`src/rtl/ppu_vram_arb.sv`:
```
// ppu_vram_arb
// Arbitrates CPU PPUADDR/PPUDATA accesses against the renderer for the
// nametable RAM, the pattern ROM and the palette RAM. The renderer has
// priority. A CPU access waits in REQ until the renderer frees VRAM for a
// cycle (the grant cycle).
//
// Ports
//   i_clk, i_rstn                 clock, asynchronous active-low reset
//   i_addr_wr                     $2006 write strobe (two writes form the address)
//   i_data_wr, i_data_rd          $2007 write / read strobes
//   i_wdata                       CPU write data
//   i_latch_clr                   PPUSTATUS read, clears the address toggle
//   i_inc32                       address step: 32 when set, else 1
//   i_rde_busy                    renderer owns VRAM this cycle
//   i_rde_nt/pt/plt_addr          renderer addresses, passed through when not granted
//   o_nt_addr/we/wdata, i_nt_rdata    nametable RAM port
//   o_pt_addr, i_pt_rdata             pattern ROM port ({plane1, plane0})
//   o_plt_addr/we/wdata, i_plt_rdata  palette RAM port
//   o_rdata                       CPU read value, valid while o_busy is low
//   o_busy                        CPU access pending or in progress
//   o_drop                        one-cycle pulse: a CPU strobe arrived while busy
module ppu_vram_arb (
    input  logic        i_clk,
    input  logic        i_rstn,
    input  logic        i_addr_wr,
    input  logic        i_data_wr,
    input  logic        i_data_rd,
    input  logic [7:0]  i_wdata,
    input  logic        i_latch_clr,
    input  logic        i_inc32,
    input  logic        i_rde_busy,
    input  logic [11:0] i_rde_nt_addr,
    input  logic [11:0] i_rde_pt_addr,
    input  logic [4:0]  i_rde_plt_addr,
    output logic [11:0] o_nt_addr,
    output logic        o_nt_we,
    output logic [7:0]  o_nt_wdata,
    input  logic [7:0]  i_nt_rdata,
    output logic [11:0] o_pt_addr,
    input  logic [15:0] i_pt_rdata,
    output logic [4:0]  o_plt_addr,
    output logic        o_plt_we,
    output logic [7:0]  o_plt_wdata,
    input  logic [7:0]  i_plt_rdata,
    output logic [7:0]  o_rdata,
    output logic        o_busy,
    output logic        o_drop
);

    localparam logic [1:0] IDLE = 2'd0;
    localparam logic [1:0] REQ  = 2'd1;
    localparam logic [1:0] CAP  = 2'd2;

    logic [1:0]  state;
    logic [13:0] vaddr;      // current VRAM address
    logic        wtog;       // address write toggle: 0 = high byte next
    logic [13:0] acc_addr;   // address latched for the pending access
    logic [7:0]  acc_data;
    logic        acc_wr;
    logic [7:0]  rbuf;       // delayed read buffer

    logic        grant;
    logic        is_pat;
    logic        is_pal;
    logic        is_nt;
    logic        v_is_pal;
    logic        any_strobe;
    logic [4:0]  pal_idx;
    logic [7:0]  fetched;

    // Palette entries are 6 bits wide; the upper data bits are don't-care.
    logic        unused_plt_hi;
    assign unused_plt_hi = ^i_plt_rdata[7:6];

    assign o_busy     = (state != IDLE);
    assign grant      = (state == REQ) && !i_rde_busy;
    assign any_strobe = i_addr_wr || i_data_wr || i_data_rd;

    assign is_pat   = !acc_addr[13];
    assign is_pal   = (acc_addr[13:8] == 6'h3F);
    assign is_nt    = !is_pat && !is_pal;
    assign v_is_pal = (vaddr[13:8] == 6'h3F);

    // Sprite backdrop entries 0x10/14/18/1C alias the background ones.
    assign pal_idx = {acc_addr[4] && (acc_addr[1:0] != 2'b00), acc_addr[3:0]};

    assign fetched = is_pat ? (acc_addr[3] ? i_pt_rdata[15:8] : i_pt_rdata[7:0])
                            : i_nt_rdata;

    assign o_nt_wdata  = acc_data;
    assign o_plt_wdata = acc_data;

    always_comb begin
        o_nt_addr  = i_rde_nt_addr;
        o_pt_addr  = i_rde_pt_addr;
        o_plt_addr = i_rde_plt_addr;
        o_nt_we    = 1'b0;
        o_plt_we   = 1'b0;
        if (grant) begin
            // All three ports see the CPU address; a palette read therefore
            // also fetches the nametable byte underneath it for the buffer.
            o_nt_addr  = acc_addr[11:0];
            o_pt_addr  = {acc_addr[12:4], acc_addr[2:0]};
            o_plt_addr = pal_idx;
            o_nt_we    = acc_wr && is_nt;
            o_plt_we   = acc_wr && is_pal;
        end
    end

    always_ff @(posedge i_clk or negedge i_rstn) begin
        if (!i_rstn) begin
            state    <= IDLE;
            vaddr    <= '0;
            wtog     <= 1'b0;
            acc_addr <= '0;
            acc_data <= '0;
            acc_wr   <= 1'b0;
            rbuf     <= '0;
            o_rdata  <= '0;
            o_drop   <= 1'b0;
        end else begin
            o_drop <= o_busy && any_strobe;
            if (i_latch_clr)
                wtog <= 1'b0;
            case (state)
                IDLE: begin
                    if (i_addr_wr) begin
                        if (wtog)
                            vaddr[7:0] <= i_wdata;
                        else
                            vaddr[13:8] <= i_wdata[5:0];
                        // The write consumes the old toggle; a concurrent clear wins.
                        wtog <= !wtog && !i_latch_clr;
                    end
                    if (i_data_wr || i_data_rd) begin
                        acc_addr <= vaddr;
                        acc_data <= i_wdata;
                        acc_wr   <= i_data_wr;
                        state    <= REQ;
                        if (!i_data_wr && !v_is_pal)
                            o_rdata <= rbuf;
                    end
                end
                REQ: begin
                    if (!i_rde_busy) begin
                        vaddr <= vaddr + (i_inc32 ? 14'd32 : 14'd1);
                        state <= acc_wr ? IDLE : CAP;
                    end
                end
                CAP: begin
                    state <= IDLE;
                    if (is_pal) begin
                        o_rdata <= {2'b00, i_plt_rdata[5:0]};
                        rbuf    <= i_nt_rdata;
                    end else begin
                        rbuf <= fetched;
                    end
                end
                default: state <= IDLE;
            endcase
        end
    end

endmodule

```
`config.mk`:
```
export PLATFORM = sky130hd
export DESIGN_NAME = ppu_vram_arb
export DESIGN_NICKNAME = d
export VERILOG_FILES = /design/src/rtl/ppu_vram_arb.sv
export SDC_FILE = /design/constraint.sdc
export NUM_CORES = 1
export LEC_CHECK = 0
export ABC_AREA = 1
export CAP_MARGIN = 20
export CORE_ASPECT_RATIO = 0.6
export CORE_MARGIN = 2
export CORE_UTILIZATION = 44
export DETAILED_ROUTE_END_ITERATION = 8
export PLACE_DENSITY = 0.79
export RECOVER_POWER = 50
export SLEW_MARGIN = 0
export SYNTH_ARGS = -nofsm -noshare
export SYNTH_HDL_FRONTEND = slang
export SYNTH_SLANG_ARGS = --single-unit
export TNS_END_PERCENT = 5
```
`constraint.sdc`:
```
create_clock -name i_clk -period 1.8 [get_ports i_clk]
set_input_delay 0.27 -clock i_clk [delete_from_list [all_inputs] [get_ports i_clk]]
set_output_delay 0.27 -clock i_clk [all_outputs]
set_load 0.005 [all_outputs]
```
==> results of run 1 <==
-- kinds of logic after synthesis --
kind of cell / synth area share, %
simple gates: 32.28
compound gates: 12.97
buf+inv: 10.21
flops: 42.49
fa+ha+maj: 1.118
mux: 0.6708
xor+xnor: 0.2609
-- path summary, 6_finish.rpt --
kind / endpoint / slack [ns] / cells past startpoint
setup / recovery: o_nt_addr[5] / -0.16 / 10
hold reg to reg: o_rdata[3] / 0.46 / 2
setup reg to reg: acc_addr[12] / 0.02 / 8
min in group asynchronous: rbuf[0] / 0.48 / 2
max in group asynchronous: state[1] / 0.31 / 3
hold / removal: o_rdata[3] / 0.46 / 2
-- placed cells by master (no fill, tap or decap), types with 2 or more instances in the layout --
cell type        instances
nand2_1                140
clkdlybuf4s50_1         94
dfrtp_1                 56
nor2_1                  49
o21ai_0                 40
inv_1                   38
nand3_1                 30
a21oi_1                 27
nand2_2                 22
buf_4                   20
clkbuf_2                19
buf_2                   13
clkbuf_16               11
nand2_4                  7
o21ai_1                  7
dlygate4sd3_1            6
buf_12                   5
inv_2                    4
nor3_1                   4
nor2_2                   4
buf_6                    4
inv_4                    3
o21ai_2                  3
clkbuf_8                 3
mux2_2                   2
ha_1                     2
bufinv_16                2
-- through the flow --
stage | hold WS (ns) | total power (W)
detailed placement | 0.2883 | 0.006689
CTS | 0.4729 | 0.008643
finish | 0.4633 | 0.008934
global route | 0.4885 | 0.009506
floorplan | -0.02559 | 0.004769
global placement | 0.2742 | 0.006567
-- flip-flops by register name, summed over array words and instances (netlist names) --
name,count
acc_addr,14
vaddr,14
o_nt_wdata,8
o_rdata,8
rbuf,8
state,2
acc_wr,1
o_drop,1
wtog,1
-- final cells by class --
| type | instances | area, µm² |
|---|---|---|
| Clock buffer | 12 | 266.5 |
| Clock inverter | 4 | 73.82 |
| Fill cell | 594 | 2049 |
| Inverter | 45 | 176.4 |
| Multi-Input combinational cell | 345 | 1658 |
| Sequential cell | 57 | 1428 |
| Tap cell | 104 | 130.1 |
| Timing Repair Buffer | 166 | 1545 |
-- where the power goes --
group	switching [W]	internal [W]
Combinational	0.00250	0.00208
Clock	0.000584	0.00132
Sequential	0.000533	0.00191
-- worst max-delay path, delay by kind of cell, from the launching register on --
| family | cells | cell delay [ns] |
|---|---|---|
| buf+inv | 6 | 0.56 |
| flops | 1 | 0.39 |
| simple gates | 4 | 0.39 |
-- what timing repair did --
| action | CTS | global route |
|---|---|---|
| endpoints found under the hold margin | 22 | 0 |
| cloned | 1 | 3 |
| endpoints found under the setup margin | 32 | 37 |
| pin swaps | 3 | 13 |
| resized for setup | 65 | 79 |
| hold buffers | 1 | 0 |
| buffers inserted | 3 | 4 |
-- metal layers --
metal | vias to the layer above | routed length [µm] | share of wire, %
met3 | 13 | 1020 | 8.9
li1 | 1796 | - | -
met1 | 1723 | 5267 | 46
met4 | 0 | 105 | 0.92
met2 | 162 | 5032 | 44
met5 | - | 0 | 0
==> flow_summary.yaml, run 1 <==
global_routing:
  gr-total-overflow: 0
  global_route.usage.met3_pct: 7.530
  met2_usage_pct: 38.79
  grt_max_degree: 36
  grt-busiest-layer: "met2"
  antenna_found_initial: 0
  grt_pass1_wl_um: 16450
  grt_util_all_layers_pct: 26.11
  grt_pass1_vias: 3260
  grt_use_met1_pct: 38.20
logic_synthesis:
  yosysWarnings: 0
  synth_nets: 553
  ys_ff_latch: 57
  ys_seq_area_share_pct: 42.49
  synth_area_um2: 3357
  synth_common_cells: "163 x nand2_1, 57 x dfrtp_1, 52 x nor2_1"
  synthTopCellsByArea: "dfrtp_1 42%, nand2_1 18%, o21ai_0 6.3%"
  synth_edf_count: 0
  synth_top_area_share_pct: 42.49
  synthDistinctLibCells: 29
  syn_inst: 473
  synth_most_common_cell: "nand2_1"
  async_flop_share_pct: 100.0
  yosysTopAreaCell: "dfrtp_1"
  avgSynthCellArea_um2: 7.097
  synthFlopType: "dfrtp_1"
cts:
  htree_levels: 3
  cts.path.max_buffers: 2
  cts_tree: "done"
  clkSinkCount: 57
  clk_pin_slew_ns: 0.05
  clkLatencyLatePin_ns: 0.33
  root_buffer: "clkbuf_16"
  cts_buffers: 9
sta:
  finalMaxSlewViolations: 0
  slew_headroom_pct: 62.02
  tightest_slew_ns: 0.5698
  fmax_mhz: 510.2
  layout_setup_ws_ns: -0.1600
  hold_viol_final: 0
  rsz0062_at_grt: "true"
  min_period_ns: 1.960
  fin_skew_ns: 0.006371
  setup_viol: 32
  post-route-period-util_pct: 108.9
  fin_tns_setup_ns: -4.237
floorplan:
  start_util_pct: 45.82
  die_area_um2: 8367
  core_area_um2: 7327
  rows: 24
  dieWidth_um: 116.8
  die_h_um: 71.66
  io_pins: 134
finish:
  n_antenna_cell: 0
  layout.cells.non_filler: 733
  area_delta_synth_final_pct: 57.21
  drive_gt1_share_pct: 20.83
  final_util_pct: 72.03
  stdcell_area_um2: 5278
  finalNetCount: 704
setup_path:
  cp_common_cell: "buf_12"
  cp-end-kind: "primary output"
  path_cells: "inv_4 > nor2_8 > inv_4 > nor2_4 > buf_12 > buf_12 > buf_12 > nand2_2 > nand2_1 > clkbuf_2"
  required_ns: 1.53
  crit_path_max_incr_delay_ns: 0.39
  cp_slowest_cell: "dfrtp_1"
  r2r-start: "state[1]"
  crit_type: "reg -> out"
  worstPathArrival_ns: 1.69
  critPathLaunchType: "flip-flop"
  timing.critical_path.from: "state[0]"
  cp_max_fo: 7
power:
  leakage_nw: 2.677
  power_density_nw_per_um2: 1693
  irDropWorstVdd_mv: 0.8895
placed_design:
  place_area_um2: 4832
  post-place-cells: 705
  hpwl_um: 8117
  dpl_worst_slack_ns: -0.3317
  gp_congestion: 0.9017
  portBuffers: 131
run_status:
  violations: "negative setup slack"
  status: "complete, but fails checks"
job:
  drv_cap: 0
route:
  wirelength_um: 11430
  drtPass1Iterations: 5
  drt_iter0_drc: 387
  vias: 3694
  antenna_left: 0
  drcViolationCount: 0
  wire_per_inst_um: 15.59
  vias_per_cell: 5.040
worst_hold_path:
  hold_start: "o_rdata[3]"
  hold_class: "reg -> reg"
Power figures use the tool's default switching activity.
==> run 2, diff against run 1 <==
- GPL_TIMING_DRIVEN: unset -> 0
- SLEW_MARGIN: 0 -> 20
- TNS_END_PERCENT: 5 -> unset
==> run 2 against run 1 <==
Net effect: the run still ends with negative setup slack left; design area is 1.8% higher; register-to-register slack hardly changed; via count is 2.8% higher; flip-flop and latch count stayed put; non-clock buffer count is 10 higher; count of clock-buffer cells in the layout is 2 lower; sequential share of layout area is 0.49 points lower; fmax is 3.2% lower; largest cell class unchanged; worst hold slack worse by 0.20 ns.
==> flow_summary.yaml, run 2 (same netlist as run 1, synthesis figures left out) <==
global_routing:
  grt_max_degree: 58
  gr-total-overflow: 0
  grt_pass1_wl_um: 17210
  grt_use_met1_pct: 40.50
  global_route.usage.met3_pct: 5.838
  antenna_found_initial: 0
  grt_pass1_vias: 3497
  grt-busiest-layer: "met1"
  grt_util_all_layers_pct: 26.88
  met2_usage_pct: 39.50
setup_path:
  crit_family: "buffers and inverters"
  critPathBufInv: 6
  cp_common_cell: "buf_6"
  cp_max_fo: 5
  crit_type: "reg -> out"
  path_cells: "buf_6 > nor2_8 > inv_4 > nor2_4 > inv_4 > buf_6 > buf_6 > nand2_2 > nand2_2 > buf_2"
  cp-end-kind: "primary output"
  crit_path_max_incr_delay_ns: 0.38
  r2r-start: "acc_addr[3]"
  rr_endpoint: "rbuf[5]"
  critPathLaunchType: "flip-flop"
  cp_slowest_cell: "dfrtp_1"
  worstPathArrival_ns: 1.76
  rr_worst_depth: 6
  crit_cells: 10
  reg2reg_slack_ns: 0.03
  timing.critical_path.from: "state[1]"
  required_ns: 1.53
  cp-endpoint: "o_pt_addr[10]"
power:
  leakage_nw: 2.770
  irDropWorstVdd_mv: 0.9357
  power_density_nw_per_um2: 1687
cts:
  htree_levels: 3
  clkLatencyLatePin_ns: 0.33
  cts_buffers: 9
  clk_pin_slew_ns: 0.05
  cts_tree: "done"
  clkSinkCount: 57
  root_buffer: "clkbuf_16"
  cts.path.max_buffers: 2
finish:
  layout.cells.non_filler: 743
  finalNetCount: 714
  final_util_pct: 73.29
  area_delta_synth_final_pct: 59.97
  layout_common_cells: "121 x nand2_1, 94 x clkdlybuf4s50_1, 57 x dfrtp_1"
  largest_registers: "acc_addr (14), vaddr (14)"
  n_antenna_cell: 0
  final_common_cell: "nand2_1"
  drive_gt1_share_pct: 24.73
route:
  vias: 3797
  drtPass1Iterations: 5
  drt_iter0_drc: 296
  vias_per_cell: 5.110
  drcViolationCount: 0
  wirelength_um: 11480
  wire_per_inst_um: 15.45
  antenna_left: 0
floorplan:
  io_pins: 134
  core_area_um2: 7327
  dieWidth_um: 116.8
  die_area_um2: 8367
  start_util_pct: 45.82
  rows: 24
  die_h_um: 71.66
worst_hold_path:
  hold_class: "in -> async"
sta:
  hold_viol_final: 0
  setup_viol: 31
  layout_setup_ws_ns: -0.2254
  min_period_ns: 2.025
  hold_ws_ns: 0.2602
  fin_skew_ns: 0.008524
  finalMaxSlewViolations: 0
  tightest_slew_ns: 1.408
  slew_headroom_pct: 6.163
  fmax_mhz: 493.7
  fin_tns_setup_ns: -5.115
  rsz0062_at_grt: "true"
  post-route-period-util_pct: 112.5
placed_design:
  hpwl_um: 8237
  post-place-cells: 708
  portBuffers: 131
  gp_congestion: 0.9939
job:
  drv_cap: 0
run_status:
  violations: "negative setup slack"
  status: "complete, but fails checks"
## run 2: worst min-delay path by stage
stage,start,endpoint,slack [ns]
final,i_rstn,o_rdata[6],0.26
after floorplan,i_rstn,acc_addr[0],-0.03
after global placement,acc_wr,state[1],0.45
after global routing,i_rstn,o_rdata[6],0.38
after detailed placement,i_rstn,o_rdata[6],0.37
after CTS,i_rstn,o_rdata[6],0.03
## run 2: metal layers
metal	share of wire, %	vias up
met1	47	1794
met3	8.5	14
li1	-	1809
met4	0.92	0
met2	43	180
met5	0	-
## run 2: stage by stage
stage | setup WS (ns) | total power, W | area [µm²]
floorplan | 0.3523 | 0.004769 | 3357
global placement | -1.303 | 0.006623 | 4798
detailed placement | -0.4219 | 0.006753 | 4796
CTS | -0.2201 | 0.008865 | 5270
global route | -0.2969 | 0.009639 | 5370
finish | -0.2254 | 0.009058 | 5370
## run 2: final cells by class
type	count	area, µm²
Inverter	45	176.4
Timing Repair Buffer	150	1363
Tap cell	104	130.1
Fill cell	564	1957
Clock buffer	10	229.0
Multi-Input combinational cell	345	1769
Sequential cell	57	1426
Buffer	26	193.9
Clock inverter	6	82.58
## run 2: timing repair
action	4_1_cts	5_1_grt
gates cloned	4	0
setup buffers	14	4
pin swaps	22	6
hold buffers	0	0
endpoints found under the setup margin	31	33
resized for setup	186	33
## run 2: worst reg2reg max path, delay by kind of cell (launching register included)
| family | cells | cell delay, ns |
|---|---|---|
| buffers and inverters | 2 | 0.74 |
| and+or+nand+nor | 1 | 0.13 |
| AOI/OAI and AO/OA | 3 | 0.49 |
| DFF | 1 | 0.32 |
## run 2: power breakdown
part           internal [W]  total (W)  switching [W]  leakage [nW]
combinational       0.00220    0.00485        0.00265          1.92
sequential          0.00191    0.00242       0.000514         0.696
clock               0.00120    0.00178       0.000581         0.152
